===== src/rtl/clock_meter_pkg.sv =====
// Shared types and helpers for the clock period meter and its input conditioning.
package clock_meter_pkg;

  typedef enum logic [1:0] {
    IDLE,
    ARMED,
    MEASURE,
    TIMEOUT
  } meter_state_t;

  // Cycles after reset before the synchronizer output reflects the real input.
  localparam int SYNC_SETTLE = 2;

  function automatic int meter_width(input int counter_max);
    return $clog2(4 * counter_max + 1);
  endfunction

  // Signed difference one bit wider than the operands, so no wrap-around.
  function automatic logic in_tol(input logic [31:0] value,
                                  input logic [31:0] nominal,
                                  input logic [31:0] tol);
    logic signed [32:0] diff;
    diff = $signed({1'b0, value}) - $signed({1'b0, nominal});
    if (diff < 0) diff = -diff;
    return diff <= $signed({1'b0, tol});
  endfunction

endpackage


===== src/rtl/sync_edge.sv =====
// Two-flop synchronizer plus history flop; reports level and single-cycle rise/fall.
module sync_edge (
  input  logic clk_in,
  input  logic reset,
  input  logic async_in,
  output logic level,
  output logic rise,
  output logic fall
);

  logic meta;
  logic sync;
  logic hist;

  // NOTE: sequential state uses non-blocking assignments and clears on the
  // asynchronous active-low reset so every flop starts from a known value.
  always_ff @(posedge clk_in or negedge reset) begin
    if (!reset) begin
      meta <= 1'b0;
      sync <= 1'b0;
      hist <= 1'b0;
    end else begin
      meta <= async_in;
      sync <= meta;
      hist <= sync;
    end
  end

  assign level = sync;
  assign rise  = sync & ~hist;
  assign fall  = ~sync & hist;

endmodule


===== src/rtl/clock_period_meter.sv =====
// Measures period and high time of a slow asynchronous square wave in clk_in cycles
// and reports lock against the nominal divider setting, or timeout when it stalls.
module clock_period_meter
  import clock_meter_pkg::*;
#(
  parameter int COUNTER_MAX = 20000,
  parameter int TOLERANCE   = 2,
  parameter int LOCK_COUNT  = 4,
  localparam int W          = meter_width(COUNTER_MAX)
) (
  input  logic         clk_in,
  input  logic         reset,
  input  logic         sig_in,
  output logic [W-1:0] period_out,
  output logic [W-1:0] high_out,
  output logic         valid,
  output logic         locked,
  output logic         timeout
);

  localparam int MW = $clog2(LOCK_COUNT + 1);
  localparam logic [W-1:0]  LIMIT      = W'(4 * COUNTER_MAX);
  localparam logic [31:0]   NOM_PERIOD = 32'(2 * COUNTER_MAX);
  localparam logic [31:0]   NOM_HIGH   = 32'(COUNTER_MAX);
  localparam logic [31:0]   TOL        = 32'(TOLERANCE);
  localparam logic [MW-1:0] LOCK_MAX   = MW'(LOCK_COUNT);

  logic level;
  logic rise;
  logic fall;

  sync_edge u_sync (
    .clk_in   (clk_in),
    .reset    (reset),
    .async_in (sig_in),
    .level    (level),
    .rise     (rise),
    .fall     (fall)
  );

  meter_state_t  state;
  logic [W-1:0]  elapsed;
  logic [W-1:0]  high_pend;
  logic [MW-1:0] match;

  logic [W-1:0]  elapsed_inc;
  logic [MW-1:0] match_inc;
  logic          period_ok;

  assign elapsed_inc = (elapsed == LIMIT) ? elapsed : elapsed + 1'b1;
  assign match_inc   = (match == LOCK_MAX) ? match : match + 1'b1;
  assign period_ok   = in_tol(32'(elapsed), NOM_PERIOD, TOL) &&
                       in_tol(32'(high_pend), NOM_HIGH, TOL);

  always_ff @(posedge clk_in or negedge reset) begin
    if (!reset) begin
      state      <= IDLE;
      elapsed    <= '0;
      high_pend  <= '0;
      match      <= '0;
      period_out <= '0;
      high_out   <= '0;
      valid      <= 1'b0;
      locked     <= 1'b0;
      timeout    <= 1'b0;
    end else begin
      // NOTE: default-low here makes valid a single-cycle pulse without extra logic.
      valid <= 1'b0;
      case (state)
        // The elapsed counter doubles as a settle timer so the reset-zero of the
        // synchronizer is not mistaken for a genuine low level.
        IDLE: begin
          elapsed <= elapsed_inc;
          if (elapsed >= W'(SYNC_SETTLE) && !level) state <= ARMED;
        end
        ARMED: begin
          if (rise) begin
            elapsed <= W'(1);
            state   <= MEASURE;
          end
        end
        MEASURE: begin
          if (rise) begin
            period_out <= elapsed;
            high_out   <= high_pend;
            valid      <= 1'b1;
            elapsed    <= W'(1);
            if (period_ok) begin
              match  <= match_inc;
              locked <= (match_inc == LOCK_MAX);
            end else begin
              match  <= '0;
              locked <= 1'b0;
            end
          end else if (elapsed == LIMIT) begin
            state   <= TIMEOUT;
            timeout <= 1'b1;
            locked  <= 1'b0;
            match   <= '0;
          end else begin
            elapsed <= elapsed_inc;
            if (fall) high_pend <= elapsed;
          end
        end
        TIMEOUT: begin
          if (rise) begin
            timeout <= 1'b0;
            elapsed <= W'(1);
            state   <= MEASURE;
          end
        end
        default: state <= IDLE;
      endcase
    end
  end

endmodule


===== config.mk =====
export PLATFORM = sky130hd
export DESIGN_NAME = clock_period_meter
export DESIGN_NICKNAME = d
export VERILOG_FILES = /design/src/rtl/clock_meter_pkg.sv /design/src/rtl/sync_edge.sv /design/src/rtl/clock_period_meter.sv
export SDC_FILE = /design/constraint.sdc
export NUM_CORES = 1
export LEC_CHECK = 0
export BUFFER_PORTS_ARGS = -buffer_cell sky130_fd_sc_hd__buf_2
export CAP_MARGIN = 0
export CORE_MARGIN = 1
export CORE_UTILIZATION = 60
export DETAILED_ROUTE_END_ITERATION = 6
export HOLD_SLACK_MARGIN = 0.03
export PLACE_DENSITY = 0.86
export SYNTH_ARGS = -nofsm -noshare
export SYNTH_HDL_FRONTEND = slang
export SYNTH_HIERARCHICAL = 1
export SYNTH_SLANG_ARGS = --single-unit

===== constraint.sdc =====
create_clock -name clk_in -period 3.8 [get_ports clk_in]
set_clock_uncertainty 0.05 [all_clocks]
set_input_delay 0.19 -clock clk_in [delete_from_list [all_inputs] [get_ports clk_in]]
set_output_delay 0.19 -clock clk_in [all_outputs]
set_load 0.05 [all_outputs]

==> impl_metrics.xml <==
<?xml version="1.0" encoding="UTF-8"?>
<metrics>
  <group name="layout">
    <metric name="fill_cells" unit="">646</metric>
    <metric name="fraction_of_final_layout_cells_sized_beyond_drive_strength_1" unit="%">17.88</metric>
    <metric name="area_growth" unit="%">8.948</metric>
    <metric name="n_antenna_cell" unit="">0</metric>
    <metric name="num-nets-final" unit="">605</metric>
    <metric name="multi_input_area" unit="um^2">2884</metric>
    <metric name="final_cells" unit="">698</metric>
    <metric name="seqCellArea" unit="um^2">1977</metric>
  </group>
  <group name="global_routing">
    <metric name="grt_max_degree" unit="">80</metric>
    <metric name="antenna_found_initial" unit="">0</metric>
    <metric name="grt_util_all_layers" unit="%">30.30</metric>
    <metric name="first_global_vias" unit="">4350</metric>
    <metric name="grt.overflow.total" unit="">0</metric>
    <metric name="grt_pass1_wl" unit="um">20550</metric>
  </group>
  <group name="yosys">
    <metric name="syn-mean-instance-area" unit="um^2">8.907</metric>
    <metric name="postSynthRegisterBits" unit="">79</metric>
    <metric name="yosysSeqAreaShare" unit="%">38.73</metric>
    <metric name="largest_area_contributor_in_the_netlist" unit="">dfrtp_1</metric>
    <metric name="synth_top_cells_by_count" unit="">dfrtp_1 (79), nand2_1 (51), nor2_1 (48), o21ai_0 (43), mux2_2 (30)</metric>
    <metric name="syn_area" unit="um^2">5104</metric>
    <metric name="number_of_enable_type_register_cells_in_the_synthesized_netlist" unit="">0</metric>
    <metric name="async_flop_share" unit="%">100.0</metric>
    <metric name="post-synth-top-count-cell" unit="">dfrtp_1</metric>
    <metric name="warnings_from_yosys" unit="">6</metric>
    <metric name="netlist_instances" unit="">573</metric>
    <metric name="synthDistinctLibCells" unit="">69</metric>
    <metric name="synthesis.nets" unit="">589</metric>
    <metric name="ys_top_cells_by_area" unit="">dfrtp_1 (39%), mux2_2 (6.6%), o21ai_0 (4.2%), nand2_1 (3.8%), nor2_1 (3.5%)</metric>
    <metric name="synth_flop_cell" unit="">dfrtp_1</metric>
    <metric name="yosys.area.top_type_share" unit="%">38.73</metric>
  </group>
  <group name="timing">
    <metric name="grt_setup_unrepaired" unit="">false</metric>
    <metric name="finalHoldViolCount" unit="">0</metric>
    <metric name="setup_viol" unit="">0</metric>
    <metric name="period_needed" unit="ps">3509</metric>
    <metric name="timing.final.crit_share" unit="%">92.35</metric>
    <metric name="achievable-frequency" unit="MHz">284.9</metric>
    <metric name="max-slew-margin-rel" unit="%">34.40</metric>
    <metric name="post-route-worst-setup-slack" unit="ps">290.6</metric>
    <metric name="worst-slew-pin-transition" unit="ps">984.0</metric>
    <metric name="timing.final.max_slew_violations" unit="">0</metric>
    <metric name="fin_setup_tns" unit="ps">0</metric>
  </group>
  <group name="place">
    <metric name="number_of_i_o_port_buffers" unit="">39</metric>
    <metric name="placed_cells_incl_taps" unit="">681</metric>
    <metric name="gpl.final_weighted_congestion" unit="">1.069</metric>
    <metric name="detailedPlace.worstSlack" unit="ps">445.9</metric>
    <metric name="detailedPlacementHpwl" unit="um">9041</metric>
  </group>
  <group name="clock_tree">
    <metric name="worst_setup_hold_path_clk_slew" unit="ps">80</metric>
    <metric name="ctsLongestPathBuffers" unit="">2</metric>
    <metric name="cts_tree" unit="">yes</metric>
    <metric name="cts_bufs_inserted" unit="">9</metric>
    <metric name="cts-htree-levels" unit="">3</metric>
    <metric name="clk-insertion-delay-late" unit="ps">360</metric>
    <metric name="root_buffer" unit="">clkbuf_8</metric>
    <metric name="clock-sinks" unit="">79</metric>
    <metric name="post-cts-setup-buffer-count" unit="">0</metric>
  </group>
  <group name="die">
    <metric name="die_area" unit="um^2">8879</metric>
    <metric name="horizontal_die_dimension" unit="um">94.23</metric>
    <metric name="ios" unit="">40</metric>
    <metric name="floorplan.initialDensity" unit="%">62.11</metric>
    <metric name="core_area" unit="um^2">8217</metric>
    <metric name="floorplan.rows" unit="">33</metric>
    <metric name="chipHeight" unit="um">94.23</metric>
  </group>
  <group name="detailed_routing">
    <metric name="routed_length_per_placed_instance" unit="um">18.15</metric>
    <metric name="drt_iter0_markers" unit="">404</metric>
    <metric name="detailedRoute.firstPassIterationCount" unit="">7</metric>
    <metric name="viasPerCell" unit="">6.530</metric>
    <metric name="drc" unit="">0</metric>
    <metric name="detailroute.via_count" unit="">4558</metric>
    <metric name="routed_wirelength" unit="um">12670</metric>
    <metric name="drt.antenna.violating_nets" unit="">0</metric>
  </group>
  <group name="critical_path">
    <metric name="critical-path-slowest-cell" unit="">dfrtp_1</metric>
    <metric name="slowest_delay" unit="ps">630</metric>
    <metric name="startpoint_type" unit="">flip-flop</metric>
    <metric name="crit_fanout" unit="">16</metric>
    <metric name="critical_path_type" unit="">flip-flop to flip-flop</metric>
    <metric name="worstPathRequired" unit="ps">4040</metric>
    <metric name="critPathBufInv" unit="">1</metric>
    <metric name="crit_path_end_kind" unit="">flip-flop</metric>
    <metric name="crit_chain" unit="">inv_1 &gt; ha_1 &gt; xnor2_1 &gt; nand4_1 &gt; nor3_1 &gt; nor2_1 &gt; o31ai_1 &gt; nand3_1 &gt; nor4_1 &gt; and3_1 &gt; a22o_1</metric>
    <metric name="critical_path.top_delay_family" unit="">simple AND/OR/NAND/NOR gates</metric>
    <metric name="worst_ep_arrival_time" unit="ps">3750</metric>
  </group>
  <group name="power">
    <metric name="power_per_cell_area" unit="nW/um^2">485.3</metric>
    <metric name="cellLeakagePower" unit="nW">2.491</metric>
    <metric name="vdd_ir_drop_max" unit="mV">0.4207</metric>
  </group>
  <group name="flow_run">
    <metric name="max-cap-violations" unit="">0</metric>
  </group>
  <group name="min_path">
    <metric name="timing.hold.worst.class" unit="">flip-flop to flip-flop</metric>
  </group>
  <group name="status">
    <metric name="outcome" unit="">complete, no violations</metric>
  </group>
</metrics>
## flip-flops by register name, indices dropped and copies added (netlist names), 2 cells and up
signal	flops
state	2
elapsed	17
high_pend	17
match	3
high_out	17
period_out	17
## cell usage in the layout, fill, tap and decap left out, types with 6 or more instances in the layout
| cell type | synthesis | routed |
|---|---|---|
| buf_2 | 7 | 38 |
| xnor2_1 | 19 | 19 |
| a21oi_1 | 20 | 20 |
| ha_1 | 13 | 13 |
| nand2_1 | 51 | 50 |
| nand4_1 | 19 | 19 |
| a31oi_1 | 13 | 13 |
| and3_1 | 6 | 6 |
| xor2_1 | 12 | 12 |
| and2_1 | 9 | 9 |
| nor3_1 | 14 | 13 |
| clkbuf_8 | 0 | 9 |
| nand3_1 | 14 | 14 |
| nor2b_1 | 12 | 12 |
| o21ai_0 | 43 | 43 |
| nor4_1 | 9 | 9 |
| dfrtp_1 | 79 | 79 |
| buf_4 | 0 | 6 |
| inv_1 | 21 | 21 |
| nor3b_1 | 6 | 6 |
| mux2_2 | 30 | 30 |
| o31ai_1 | 7 | 7 |
| nor2_1 | 48 | 48 |
## where the power goes
group          leakage, nW  internal (mW)  switching (mW)
Combinational         1.31          0.292           0.577
Sequential            1.07          0.942           0.145
Clock                0.111          0.431           0.311
Total                 2.49           1.66            1.03
## per-stage QoR
| stage | total power, mW | utilization, % | hold WS [ps] | cell area (um^2) |
|---|---|---|---|---|
| 2_1_floorplan | 1.738 | - | -155.6 | 5104 |
| 3_3_place_gp | 1.930 | 64.58 | 248.9 | 5306 |
| 3_5_place_dp | 1.961 | 64.58 | 249.8 | 5306 |
| 4_1_cts | 2.702 | 67.67 | 307.2 | 5560 |
| 5_1_grt | 2.834 | 67.67 | 317.5 | 5560 |
| 6_report | 2.698 | 67.67 | 309.3 | 5560 |
## logic make-up (layout without fill, tap and decap cells)
| group | after synthesis | after routing | share of synthesized area [%] |
|---|---|---|---|
| multiplexers | 33 | 33 | 7.208 |
| XOR/XNOR | 31 | 31 | 5.320 |
| buffers and inverters | 62 | 82 | 4.903 |
| AO/OA/AOI/OAI | 127 | 127 | 16.21 |
| flip-flops | 79 | 79 | 38.74 |
| AND/OR/NAND/NOR | 228 | 228 | 24.44 |
| adder cells (fa/ha/maj) | 13 | 13 | 3.187 |
## area by class of cell
class / instances / area share [%]
multi-input combinational: 432 / 51.87
sequential: 79 / 35.55
timing repair buffer: 46 / 4.590
tap: 105 / 2.363
clock buffer: 9 / 2.228
clock inverter: 6 / 1.980
inverter: 21 / 1.418
## metal layers
metal	wire, um	vias to the layer above	GRT usage (%)
met2	5997	260	48.43
met1	5024	2156	37.94
met4	614	0	17.18
met5	0	-	0
li1	-	2085	-
met3	1036	57	6.311
## worst paths after layout
path | depth (start not counted) | to | startpoint | slack (ps)
max | 11 | match[1] | elapsed[6] | 290
min | 0 | u_sync/level | u_sync/meta | 310
max reg2reg | 11 | match[1] | elapsed[6] | 290
min reg2reg | 0 | u_sync/level | u_sync/meta | 310
max in group asynchronous | 2 | period_out[6] | reset | 2570
min in group asynchronous | 2 | high_out[2] | reset | 440
## repair_timing
item	4_1_cts	5_1_grt
setup endpoints to repair	0	0
hold buffers	2	0
resized for setup	0	0
hold endpoints to repair	80	0
## worst register-to-register path, stage by stage (launching register included)
cell	delay, ps
dfrtp_1	630
inv_1	190
ha_1	320
xnor2_1	540
nand4_1	320
nor3_1	250
nor2_1	60
o31ai_1	290
nand3_1	130
nor4_1	250
and3_1	270
a22o_1	170
No activity file was read; power rests on OpenSTA's default activity.
